`config.mk`:
```
export PLATFORM = sky130hd
export DESIGN_NAME = condlogic
export DESIGN_NICKNAME = d
export VERILOG_FILES = /design/src/rtl/condlogic.sv
export SDC_FILE = /design/constraint.sdc
export NUM_CORES = 1
export LEC_CHECK = 0
export ABC_AREA = 1
export BUFFER_PORTS_ARGS = -buffer_cell sky130_fd_sc_hd__buf_2
export CAP_MARGIN = 10
export CORE_UTILIZATION = 31
export DETAILED_ROUTE_END_ITERATION = 6
export SETUP_SLACK_MARGIN = 0.3
export SYNTH_ARGS = -nofsm -noshare
export SYNTH_HDL_FRONTEND = slang
export SYNTH_SLANG_ARGS = --single-unit
```
`constraint.sdc`:
```
create_clock -name clk -period 1.1 [get_ports clk]
set_input_delay 0 -clock clk [delete_from_list [all_inputs] [get_ports clk]]
set_output_delay 0 -clock clk [all_outputs]
set_load 0.1 [all_outputs]
```
`src/rtl/condlogic.sv`:
```
// -----------------------------------------------------------------------------
// condlogic
//
// Conditional-execution stage of the multicycle core, sitting directly after
// the instruction decoder. It keeps the NZCV status flags and evaluates the
// instruction's condition field against them. It then gates the raw write
// strobes from the decoder/FSM into the architectural write enables.
//
// The condition result is registered (CondExDelayed). The FSM evaluates the
// condition in its decode/execute cycle and raises the write strobes in later
// cycles, so the gate must use the value captured at the end of the
// evaluating cycle.
//
// Optional feature macro: CONDLOGIC_FPU_EN
//   defined   : FPUWrite = FPUW & CondExDelayed (gated like RegWrite)
//   undefined : FPUWrite = 0 and FPUW is ignored (builds without an FPU)
//
// Ports
//   clk       in   1  system clock, rising edge
//   reset     in   1  asynchronous active-low reset; clears flags and
//                     CondExDelayed
//   Cond      in   4  instruction condition field (Instr[31:28])
//   ALUFlags  in   4  {N,Z,C,V} produced by the ALU this cycle
//   FlagW     in   2  flag-write request: [1] = N,Z group, [0] = C,V group
//   PCS       in   1  instruction writes the PC (branch or Rd = R15)
//   NextPC    in   1  unconditional PC+4 update from the FSM (fetch)
//   RegW      in   1  register-file write request
//   MemW      in   1  data-memory write request
//   FPUW      in   1  FPU result write request
//   PCWrite   out  1  PC register enable
//   RegWrite  out  1  register-file write enable
//   MemWrite  out  1  data-memory write enable
//   FPUWrite  out  1  FPU register write enable
//   Flags     out  4  current {N,Z,C,V} register contents
//   CondEx    out  1  combinational condition result for this cycle
// -----------------------------------------------------------------------------
module condlogic (
   input  logic       clk,
   input  logic       reset,
   input  logic [3:0] Cond,
   input  logic [3:0] ALUFlags,
   input  logic [1:0] FlagW,
   input  logic       PCS,
   input  logic       NextPC,
   input  logic       RegW,
   input  logic       MemW,
   input  logic       FPUW,
   output logic       PCWrite,
   output logic       RegWrite,
   output logic       MemWrite,
   output logic       FPUWrite,
   output logic [3:0] Flags,
   output logic       CondEx
);

   // Condition-field encodings.
   typedef enum logic [3:0] {
      COND_EQ = 4'b0000,
      COND_NE = 4'b0001,
      COND_CS = 4'b0010,
      COND_CC = 4'b0011,
      COND_MI = 4'b0100,
      COND_PL = 4'b0101,
      COND_VS = 4'b0110,
      COND_VC = 4'b0111,
      COND_HI = 4'b1000,
      COND_LS = 4'b1001,
      COND_GE = 4'b1010,
      COND_LT = 4'b1011,
      COND_GT = 4'b1100,
      COND_LE = 4'b1101,
      COND_AL = 4'b1110,
      COND_NV = 4'b1111
   } cond_e;

   // Evaluate a condition code against an {N,Z,C,V} flag vector.
   // The reserved encoding 1111 never executes.
   function automatic logic cond_eval(input logic [3:0] cond,
                                      input logic [3:0] nzcv);
      logic n, z, c, v;
      logic res;
      {n, z, c, v} = nzcv;
      case (cond_e'(cond))
         COND_EQ: res = z;
         COND_NE: res = ~z;
         COND_CS: res = c;
         COND_CC: res = ~c;
         COND_MI: res = n;
         COND_PL: res = ~n;
         COND_VS: res = v;
         COND_VC: res = ~v;
         COND_HI: res = c & ~z;
         COND_LS: res = ~c | z;
         COND_GE: res = (n == v);
         COND_LT: res = (n != v);
         COND_GT: res = ~z & (n == v);
         COND_LE: res = z | (n != v);
         COND_AL: res = 1'b1;
         default: res = 1'b0;
      endcase
      return res;
   endfunction

   // Architectural state
   logic [1:0] flags_nz_q, flags_nz_d;
   logic [1:0] flags_cv_q, flags_cv_d;
   logic       condex_dly_q, condex_dly_d;

   logic       condex;

   // Condition is always judged against the registered flags, never the
   // ALU's flags of the current cycle.
   assign condex = cond_eval(Cond, {flags_nz_q, flags_cv_q});

   // Next-state logic: the two flag groups load independently, and only
   // when the instruction actually executes.
   always_comb begin
      flags_nz_d   = flags_nz_q;
      flags_cv_d   = flags_cv_q;
      condex_dly_d = condex;
      if (FlagW[1] && condex) begin
         flags_nz_d = ALUFlags[3:2];
      end
      if (FlagW[0] && condex) begin
         flags_cv_d = ALUFlags[1:0];
      end
   end

   always_ff @(posedge clk or negedge reset) begin
      if (!reset) begin
         flags_nz_q   <= 2'b00;
         flags_cv_q   <= 2'b00;
         condex_dly_q <= 1'b0;
      end else begin
         flags_nz_q   <= flags_nz_d;
         flags_cv_q   <= flags_cv_d;
         condex_dly_q <= condex_dly_d;
      end
   end

   // Write-enable gating. Strobes in the same cycle as a flag write still
   // see the pre-update decision through condex_dly_q. NextPC bypasses the
   // gate so fetch always advances.
   assign PCWrite  = (PCS & condex_dly_q) | NextPC;
   assign RegWrite = RegW & condex_dly_q;
   assign MemWrite = MemW & condex_dly_q;

`ifdef CONDLOGIC_FPU_EN
   assign FPUWrite = FPUW & condex_dly_q;
`else
   logic unused_fpuw;
   assign unused_fpuw = FPUW;
   assign FPUWrite    = 1'b0;
`endif

   assign Flags  = {flags_nz_q, flags_cv_q};
   assign CondEx = condex;

endmodule

```
==> impl_metrics.py, run 1 <==
metrics = {
    "placement": {
        "gp_routability_congestion": 0.694,
        "detailed_place_hpwl_um": 1080,
        "dpl_worst_slack_ns": -0.278,
        "io_buffers": 23,
    },
    "synthesis": {
        "mux_share_of_post_synthesis_cell_area_pct": 0,
        "area_contributors_post_synth": "dfrtp_1, nand2_1, nand3_1, inv_1, nand2_2",
        "synth_top_family_by_area": "simple AND/OR/NAND/NOR gates",
        "synth.cell_area_um2": 473,
        "ys_types": 17,
        "fraction_of_the_yosys_area_taken_by_sequential_cells_pct": 26.5,
        "post_synth_fa_ha_maj_area_fraction_pct": 0,
        "compound_gate_fraction_of_synth_area_pct": 6.08,
        "synth.ff_latch_count": 5,
        "syn-instance-count": 79,
        "synth_top_area_cell": "dfrtp_1",
        "synth_xor_area_share_pct": 0,
        "synthesis.area_per_instance_um2": 5.99,
        "syn_nets": 96,
        "simple_gate_share_of_the_synthesized_area_pct": 53.2,
        "yosys.area.top_type_share_pct": 26.5,
        "yosysWarningCount": 0,
    },
    "clocking": {
        "cts_tree": "built",
        "clock_insertion_delay_at_the_later_pin_of_the_skew_report_ns": 0.24,
        "cts-htree-levels": 1,
        "clock-root-buffer": "clkbuf_4",
        "worst_setup_hold_path_clk_slew_ns": 0.05,
        "max-clock-path-buffers": 2,
        "clock_sinks": 5,
        "cts_buffers": 3,
    },
    "sta": {
        "layout_worst_path_cycle_share_pct": 143,
        "final-hold-violation-count": 0,
        "post-route-min-period_ns": 1.57,
        "timing.final.ws_setup_ns": -0.469,
        "drv_slew": 0,
        "setup_repair_after_global_routing_missed_its_margin": "true",
        "fin_tns_setup_ns": -2.57,
        "setup_viol_count_final": 7,
        "worst_hold_slack_ns": 0.0361,
        "clock_skew_ns": 0.00369,
        "clock.fmax_mhz": 637,
    },
    "floorplanning": {
        "placement_rows": 13,
        "design.core.area_mm2": 0.00137,
        "initial_core_utilization_pct": 34.6,
        "die_area_mm2": 0.00169,
        "die_height_um": 41.1,
        "io_pins": 26,
        "die_width_um": 41.1,
    },
    "finish": {
        "num-nets-final": 137,
        "mostFrequentLayoutCells": "nand2_1, buf_2, nand3_1",
        "antenna-diode-count": 0,
        "synthToLayoutAreaGrowth_pct": 97.9,
        "mostFrequentLayoutCell": "nand2_1",
        "post_route_cells_drive_above_1_share_pct": 52.1,
    },
    "setup_path": {
        "cp_data_required_time_ns": 1.10,
        "cp.arrival_ns": 1.57,
        "reg2reg_from": "flags_nz_q[1]",
        "timing_worst_setup_path_type": "flip-flop to output port",
        "worstSetupStartpoint": "flags_nz_q[1]",
        "crit_path_start_kind": "flip-flop",
        "cp_max_fo": 4,
        "worstSetupEndpointType": "output port",
    },
    "routing": {
        "postRouteWirelength_um": 1570,
        "count_of_nets_left_with_antenna_violations_after_detail_routing": 0,
        "drt_iter0_markers": 26,
        "routedWlPerCell_um": 11.7,
        "drt_pre_antenna_iters": 4,
        "drc_violations_left": 0,
        "routed-via-count": 643,
        "avgViaCountPerCell": 4.80,
    },
    "job": {
        "cap_viol_max_count": 0,
    },
    "hold_path": {
        "min-delay-start": "FlagW[0]",
        "hold_path_class": "primary input to flip-flop",
    },
    "power": {
        "pwr_density_cell_mw_per_mm2": 3360,
        "pwr-share-seq_pct": 14.0,
        "share_of_power_burned_in_the_clock_network_pct": 7.0,
        "power.ir.vdd_worst_mv": 2.33,
        "internal_cell_power_mw": 1.46,
        "power_leakage_nw": 0.485,
        "switching_share_pct": 53.7,
        "comb_power_share_pct": 79.1,
        "power_switching_mw": 1.69,
    },
    "global_route": {
        "antenna_found_initial": 0,
        "grt_max_degree": 10,
        "number_of_global_route_vias_before_repair": 571,
        "grt_pass1_wl_um": 2460,
        "leftover_overflow_at_the_end_of_global_routing": 0,
        "grt_util_all_layers_pct": 23.2,
    },
    "outcome": {
        "violations_in_the_final_reports": "setup timing",
        "status": "finished, violations left",
    },
}
[per-layer routing]
metal	up-vias	part of all wire (%)	GRT usage (%)
li1	322	-	-
met1	294	41	25.6
met2	21	52	39.8
met3	6	3.6	5.98
met4	0	3.1	12.5
met5	-	0	0
[power groups by stage]
| stage | clock network [mW] | registers [mW] | logic, mW |
|---|---|---|---|
| after floorplan | 0 | 0.947 | 0.850 |
| after global placement | 0 | 0.426 | 2.28 |
| after detailed placement | 0 | 0.434 | 2.29 |
| after CTS | 0.226 | 0.429 | 2.45 |
| after global routing | 0.237 | 0.449 | 2.61 |
| final | 0.219 | 0.439 | 2.49 |
[logic make-up after synthesis]
| kind of cell | after synthesis |
|---|---|
| AOI/OAI and AO/OA | 4 |
| and+or+nand+nor | 54 |
| other | 1 |
| buffers and inverters | 15 |
| DFF | 5 |
[worst paths after layout]
check	end	slack [ns]	depth (start not counted)
worst max-delay path	CondEx	-0.47	9
worst min-delay path	flags_cv_q[1]	0.04	3
worst max register to register	flags_nz_q[1]	-0.41	11
worst min register to register	flags_cv_q[1]	0.69	3
max in group asynchronous	flags_cv_q[1]	0.83	2
min in group asynchronous	condex_dly_q	0.11	2
[worst max-delay path: stages, from the launching register on]
cell and delay (ns):
dfrtp_4 0.50, inv_4 0.08, nand2_4 0.05, nand2_1 0.05, nand2_1 0.06, a21boi_2 0.17
nor2_4 0.07, nand3_4 0.08, buf_12 0.10, buf_12 0.16
[state kept, by name (all words and copies together) (netlist names)]
register	cells
flags_cv_q	2
flags_nz_q	2
condex_dly_q	1
[cell usage after synthesis (all sizes together)]
| library cell | instances |
|---|---|
| a21oi | 1 |
| o21ai | 1 |
| clkinv | 1 |
| nand3 | 14 |
| dfrtp | 5 |
| nor2 | 6 |
| nand2 | 33 |
| conb | 1 |
| nand3b | 1 |
| buf | 2 |
| a21boi | 1 |
| inv | 12 |
| a21o | 1 |
[repair_timing]
item,CTS,global route
pin swaps,2,4
endpoints found under the setup margin,13,13
setup buffers,4,0
gates resized for setup,2,3
endpoints found under the hold margin,9,0
hold buffers,5,0
[stage by stage]
step	utilization [%]	power, mW	area (µm²)	instances
floorplan	-	1.80	515	79
global placement	59.4	2.70	812	121
detailed placement	59.4	2.73	812	121
CTS	67.8	3.11	926	134
global route	68.5	3.30	936	134
finish	68.5	3.14	936	134
[area by class of cell]
type	count	area, µm²
tap	15	18.8
multi-input combinational	59	312
fill	112	430
clock buffer	4	26.3
sequential	5	140
timing repair buffer	38	380
inverter	13	58.8
(Power assumes the default switching activity.)
==> run 2: changes to the inputs <==
Settings changed: CELL_PAD_IN_SITES_DETAIL_PLACEMENT from default to 0, CELL_PAD_IN_SITES_GLOBAL_PLACEMENT from default to 2, CORE_UTILIZATION 31 to 17, PLACE_DENSITY_LB_ADDON from default to 0.1.
==> run 2 against run 1 <==
Effect of this change: the flow still finishes with violations (setup timing); flip-flop and latch count did not move; clock-buffer cell count stayed put; non-clock buffer count shrank 1; clock skew grew 0.00071 ns; final area is 0.40% lower; sequential share of layout area up 0.060 points; worst setup slack improved by 0.046 ns; sequential power fell by 2%.
==> impl_metrics.py, run 2 (synthesized netlist as in run 1, its figures left out) <==
metrics = {
    "sta": {
        "drv_slew": 0,
        "setup_viol_count_final": 7,
        "clock_skew_ns": 0.00441,
        "clock.fmax_mhz": 657,
        "final-hold-violation-count": 0,
        "layout_worst_path_cycle_share_pct": 138,
        "post-route-min-period_ns": 1.52,
        "setup_repair_after_global_routing_missed_its_margin": "true",
        "worst_hold_slack_ns": 0.0104,
        "fin_tns_setup_ns": -2.00,
        "timing.final.ws_setup_ns": -0.423,
    },
    "placement": {
        "detailed_place.area_um2": 826,
        "gp_routability_congestion": 0.741,
        "place.detailed.instances": 137,
        "dpl_worst_slack_ns": -0.245,
        "io_buffers": 23,
        "detailed_place_hpwl_um": 1070,
    },
    "floorplanning": {
        "die_height_um": 54.7,
        "initial_core_utilization_pct": 18.6,
        "placement_rows": 18,
        "design.core.area_mm2": 0.00254,
        "io_pins": 26,
        "die_area_mm2": 0.00300,
        "die_width_um": 54.7,
    },
    "finish": {
        "layout.cell_area.non_filler_um2": 932,
        "largestRegisters": "flags_cv_q (2), flags_nz_q (2), condex_dly_q (1)",
        "antenna-diode-count": 0,
        "post_route_cells_drive_above_1_share_pct": 52.5,
        "num-nets-final": 136,
        "mostFrequentLayoutCell": "nand2_1",
        "synthToLayoutAreaGrowth_pct": 97.1,
        "mostFrequentLayoutCells": "nand2_1, buf_2, nand3_1",
        "final_util_pct": 36.6,
        "post_layout_nonfiller_instances": 148,
    },
    "routing": {
        "postRouteWirelength_um": 1290,
        "avgViaCountPerCell": 4.03,
        "count_of_nets_left_with_antenna_violations_after_detail_routing": 0,
        "drt_iter0_markers": 9,
        "routed-via-count": 596,
        "routedWlPerCell_um": 8.72,
        "drc_violations_left": 0,
        "drt_pre_antenna_iters": 4,
    },
    "clocking": {
        "cts_tree": "built",
        "clock_insertion_delay_at_the_later_pin_of_the_skew_report_ns": 0.24,
        "cts-htree-levels": 1,
        "clock-root-buffer": "clkbuf_4",
        "clock_sinks": 5,
        "worst_setup_hold_path_clk_slew_ns": 0.04,
        "max-clock-path-buffers": 2,
        "cts_buffers": 3,
    },
    "global_route": {
        "number_of_global_route_vias_before_repair": 556,
        "grt_max_degree": 10,
        "grt_util_all_layers_pct": 11.0,
        "grt_pass1_wl_um": 2240,
        "leftover_overflow_at_the_end_of_global_routing": 0,
        "antenna_found_initial": 0,
    },
    "power": {
        "report.power.total_mw": 2.98,
        "power.ir.vdd_worst_mv": 1.74,
        "power_leakage_nw": 0.476,
        "pwr_density_cell_mw_per_mm2": 3190,
    },
    "job": {
        "cap_viol_max_count": 0,
    },
    "outcome": {
        "violations_in_the_final_reports": "setup timing",
        "status": "finished, violations left",
    },
    "setup_path": {
        "timing_worst_setup_path_type": "flip-flop to output port",
        "cp_max_fo": 4,
        "cp.arrival_ns": 1.52,
        "worstSetupEndpointType": "output port",
        "crit_path_start_kind": "flip-flop",
        "cp_data_required_time_ns": 1.10,
    },
    "hold_path": {
        "hold_path_class": "primary input to flip-flop",
    },
}
run 2: changes by cell type in the layout (fill, tap and decap cells not counted), sizes merged:
cell,previous run,this run
dlygate4sd3,5,4
run 2: worst paths after layout:
path | startpoint | to | slack, ns | cells after the start
hold / removal | ALUFlags[2] | flags_nz_q[0] | 0.01 | 3
min in group asynchronous | reset | condex_dly_q | 0.11 | 2
max in group asynchronous | reset | flags_cv_q[1] | 0.84 | 2
setup / recovery | flags_nz_q[1] | CondEx | -0.42 | 9
hold reg to reg | flags_nz_q[0] | flags_nz_q[0] | 0.67 | 3
setup reg to reg | flags_nz_q[1] | flags_nz_q[0] | -0.35 | 11
run 2: final cells by class:
cell class              instances  area, µm²
multi-input cells              59        307
inverters                      13       56.3
repair buffers                 37        365
flip-flops and latches          5        140
fillers                       270       1610
well taps                      30       37.5
clock buffers                   4       26.3
run 2: timing repair:
action / CTS / global route
buffers inserted: 3 / 0
hold buffers: 4 / 0
resized for setup: 5 / 0
setup endpoints to repair: 13 / 13
pin swaps: 3 / 4
hold endpoints to repair: 8 / 0
run 2: layer usage:
layer  up-vias  global-route usage (%)  wire length [µm]
met5         -                       0                 0
met3         2                    4.44                52
li1        319                       -                 -
met1       262                    11.8               588
met2        13                    18.7               630
met4         0                    5.13                19
run 2: critical path: stages (launching register included):
cell	delay, ns
dfrtp_4	0.48
inv_2	0.07
nand2_2	0.07
nand2_1	0.06
nand2_1	0.05
a21boi_2	0.17
nor2_4	0.06
nand3_4	0.06
buf_6	0.10
buf_12	0.16
run 2: where the power goes:
part | switching, mW | internal, mW
sequential | 0.109 | 0.321
clock | 0.0715 | 0.137
combinational | 1.42 | 0.915
total | 1.60 | 1.37
==> run 3: changes to the inputs <==
Settings changed: RECOVER_POWER from default to 50.
==> run 3 against run 2 <==
Effect of this change: the run still ends with setup timing left; non-clock buffer count unchanged; clock-buffer cell count is the same; utilization is essentially flat; largest cell class unchanged; largest power group unchanged.
==> impl_metrics.py, run 3 (synthesized netlist as in run 1, its figures left out) <==
metrics = {
    "outcome": {
        "status": "finished, violations left",
        "violations_in_the_final_reports": "setup timing",
    },
    "floorplanning": {
        "design.core.area_mm2": 0.00254,
        "placement_rows": 18,
        "io_pins": 26,
        "initial_core_utilization_pct": 18.6,
        "die_width_um": 54.7,
        "die_height_um": 54.7,
        "die_area_mm2": 0.00300,
    },
    "sta": {
        "setup_repair_after_global_routing_missed_its_margin": "true",
        "layout_worst_path_cycle_share_pct": 138,
        "fin_tns_setup_ns": -2.00,
        "clock_skew_ns": 0.00441,
        "setup_viol_count_final": 7,
        "final-hold-violation-count": 0,
        "clock.fmax_mhz": 657,
        "post-route-min-period_ns": 1.52,
        "drv_slew": 0,
        "timing.final.ws_setup_ns": -0.423,
    },
    "hold_path": {
        "hold_path_class": "primary input to flip-flop",
        "whs_endpoint": "flags_nz_q[0]",
        "min_delay_path_depth": 3,
        "min-delay-start": "ALUFlags[2]",
    },
    "clocking": {
        "max-clock-path-buffers": 2,
        "clock_sinks": 5,
        "worst_setup_hold_path_clk_slew_ns": 0.04,
        "clock_insertion_delay_at_the_later_pin_of_the_skew_report_ns": 0.24,
        "cts_buffers": 3,
        "cts_tree": "built",
        "clock-root-buffer": "clkbuf_4",
        "cts-htree-levels": 1,
    },
    "routing": {
        "routed-via-count": 596,
        "postRouteWirelength_um": 1290,
        "routedWlPerCell_um": 8.72,
        "drc_violations_left": 0,
        "avgViaCountPerCell": 4.03,
        "drt_iter0_markers": 9,
        "drt_pre_antenna_iters": 4,
        "count_of_nets_left_with_antenna_violations_after_detail_routing": 0,
    },
    "power": {
        "pwr_density_cell_mw_per_mm2": 3200,
        "power_leakage_nw": 0.473,
        "report.power.total_mw": 2.98,
        "power.ir.vdd_worst_mv": 1.74,
    },
    "setup_path": {
        "reg2reg_from": "flags_nz_q[1]",
        "crit_path_start_kind": "flip-flop",
        "cp_data_required_time_ns": 1.10,
        "worst_r2r_path_depth": 11,
        "timing_worst_setup_path_type": "flip-flop to output port",
        "worstSetupEndpointType": "output port",
        "worstReg2RegEnd": "flags_nz_q[0]",
        "worstSetupStartpoint": "flags_nz_q[1]",
        "cp_max_fo": 4,
        "r2r_setup_slk_ns": -0.35,
        "cp.arrival_ns": 1.52,
    },
    "finish": {
        "mostFrequentLayoutCell": "nand2_1",
        "mostFrequentLayoutCells": "nand2_1, buf_2, nand3_1",
        "antenna-diode-count": 0,
        "num-nets-final": 136,
        "layout.cell_area.non_filler_um2": 931,
        "post_route_cells_drive_above_1_share_pct": 51.7,
        "largestRegisters": "flags_cv_q (2), flags_nz_q (2), condex_dly_q (1)",
        "synthToLayoutAreaGrowth_pct": 96.8,
    },
    "global_route": {
        "grt_max_degree": 10,
        "leftover_overflow_at_the_end_of_global_routing": 0,
        "number_of_global_route_vias_before_repair": 556,
        "grt_pass1_wl_um": 2240,
        "grt_util_all_layers_pct": 11.0,
        "antenna_found_initial": 0,
    },
    "placement": {
        "gp_routability_congestion": 0.741,
        "detailed_place.area_um2": 826,
        "io_buffers": 23,
        "detailed_place_hpwl_um": 1070,
    },
    "job": {
        "cap_viol_max_count": 0,
    },
}
run 3: changes by cell type in the layout (fill, tap and decap cells not counted):
| cell | change |
|---|---|
| clkbuf_1 | +1 |
| buf_2 | -1 |
run 3: cell type report:
class                      instances  area [µm²]
fill                             271        1610
tap                               30        37.5
timing repair buffer              37         364
multi-input combinational         59         307
sequential                         5         140
inverter                          13        56.3
clock buffer                       4        26.3
run 3: how the worst max path moves through the flow:
stage	endpoint	slack, ns	cells past startpoint
6_report	CondEx	-0.42	9
5_1_grt	CondEx	-0.52	9
4_1_cts	CondEx	-0.46	9
3_5_place_dp	CondEx	-0.24	10
3_3_place_gp	CondEx	-0.27	10
2_1_floorplan	flags_nz_q[1]	-0.62	9
run 3: per-layer routing:
metal	global-route usage (%)	share of wire, %	vias to the layer above
met3	4.44	4.0	2
met5	0	0	-
li1	-	-	319
met1	11.8	45	262
met2	18.7	49	13
met4	5.13	1.5	0
run 3: repair_timing:
| item | in CTS | in global routing |
|---|---|---|
| hold endpoints to repair | 8 | 0 |
| setup endpoints to repair | 13 | 13 |
| gates resized for setup | 5 | 0 |
| hold buffers | 4 | 0 |
| setup buffers | 3 | 0 |
| pin swaps | 3 | 4 |
run 3: stage by stage:
| stage | cells | hold WS, ns | util (%) | setup slack (ns) |
|---|---|---|---|---|
| floorplan | 79 | -0.296 | - | -0.617 |
| global placement | 137 | -0.176 | 32.4 | -0.273 |
| detailed placement | 137 | -0.176 | 32.4 | -0.245 |
| CTS | 148 | 0.00671 | 36.6 | -0.457 |
| global route | 148 | 0.0221 | 36.6 | -0.518 |
| finish | 148 | 0.0106 | 36.6 | -0.423 |
run 3: worst max-delay path, cell delays in order, from the launching register on:
cell      delay, ns
dfrtp_4        0.48
inv_2          0.07
nand2_2        0.07
nand2_1        0.06
nand2_1        0.05
a21boi_2       0.17
nor2_4         0.06
nand3_4        0.06
buf_6          0.10
buf_12         0.16
run 3: report_power, final:
| group | internal (mW) | total [mW] | leakage (nW) | switching [mW] |
|---|---|---|---|---|
| clock network | 0.137 | 0.208 | 0.0150 | 0.0715 |
| logic | 0.915 | 2.34 | 0.402 | 1.42 |
| registers | 0.321 | 0.430 | 0.0561 | 0.109 |
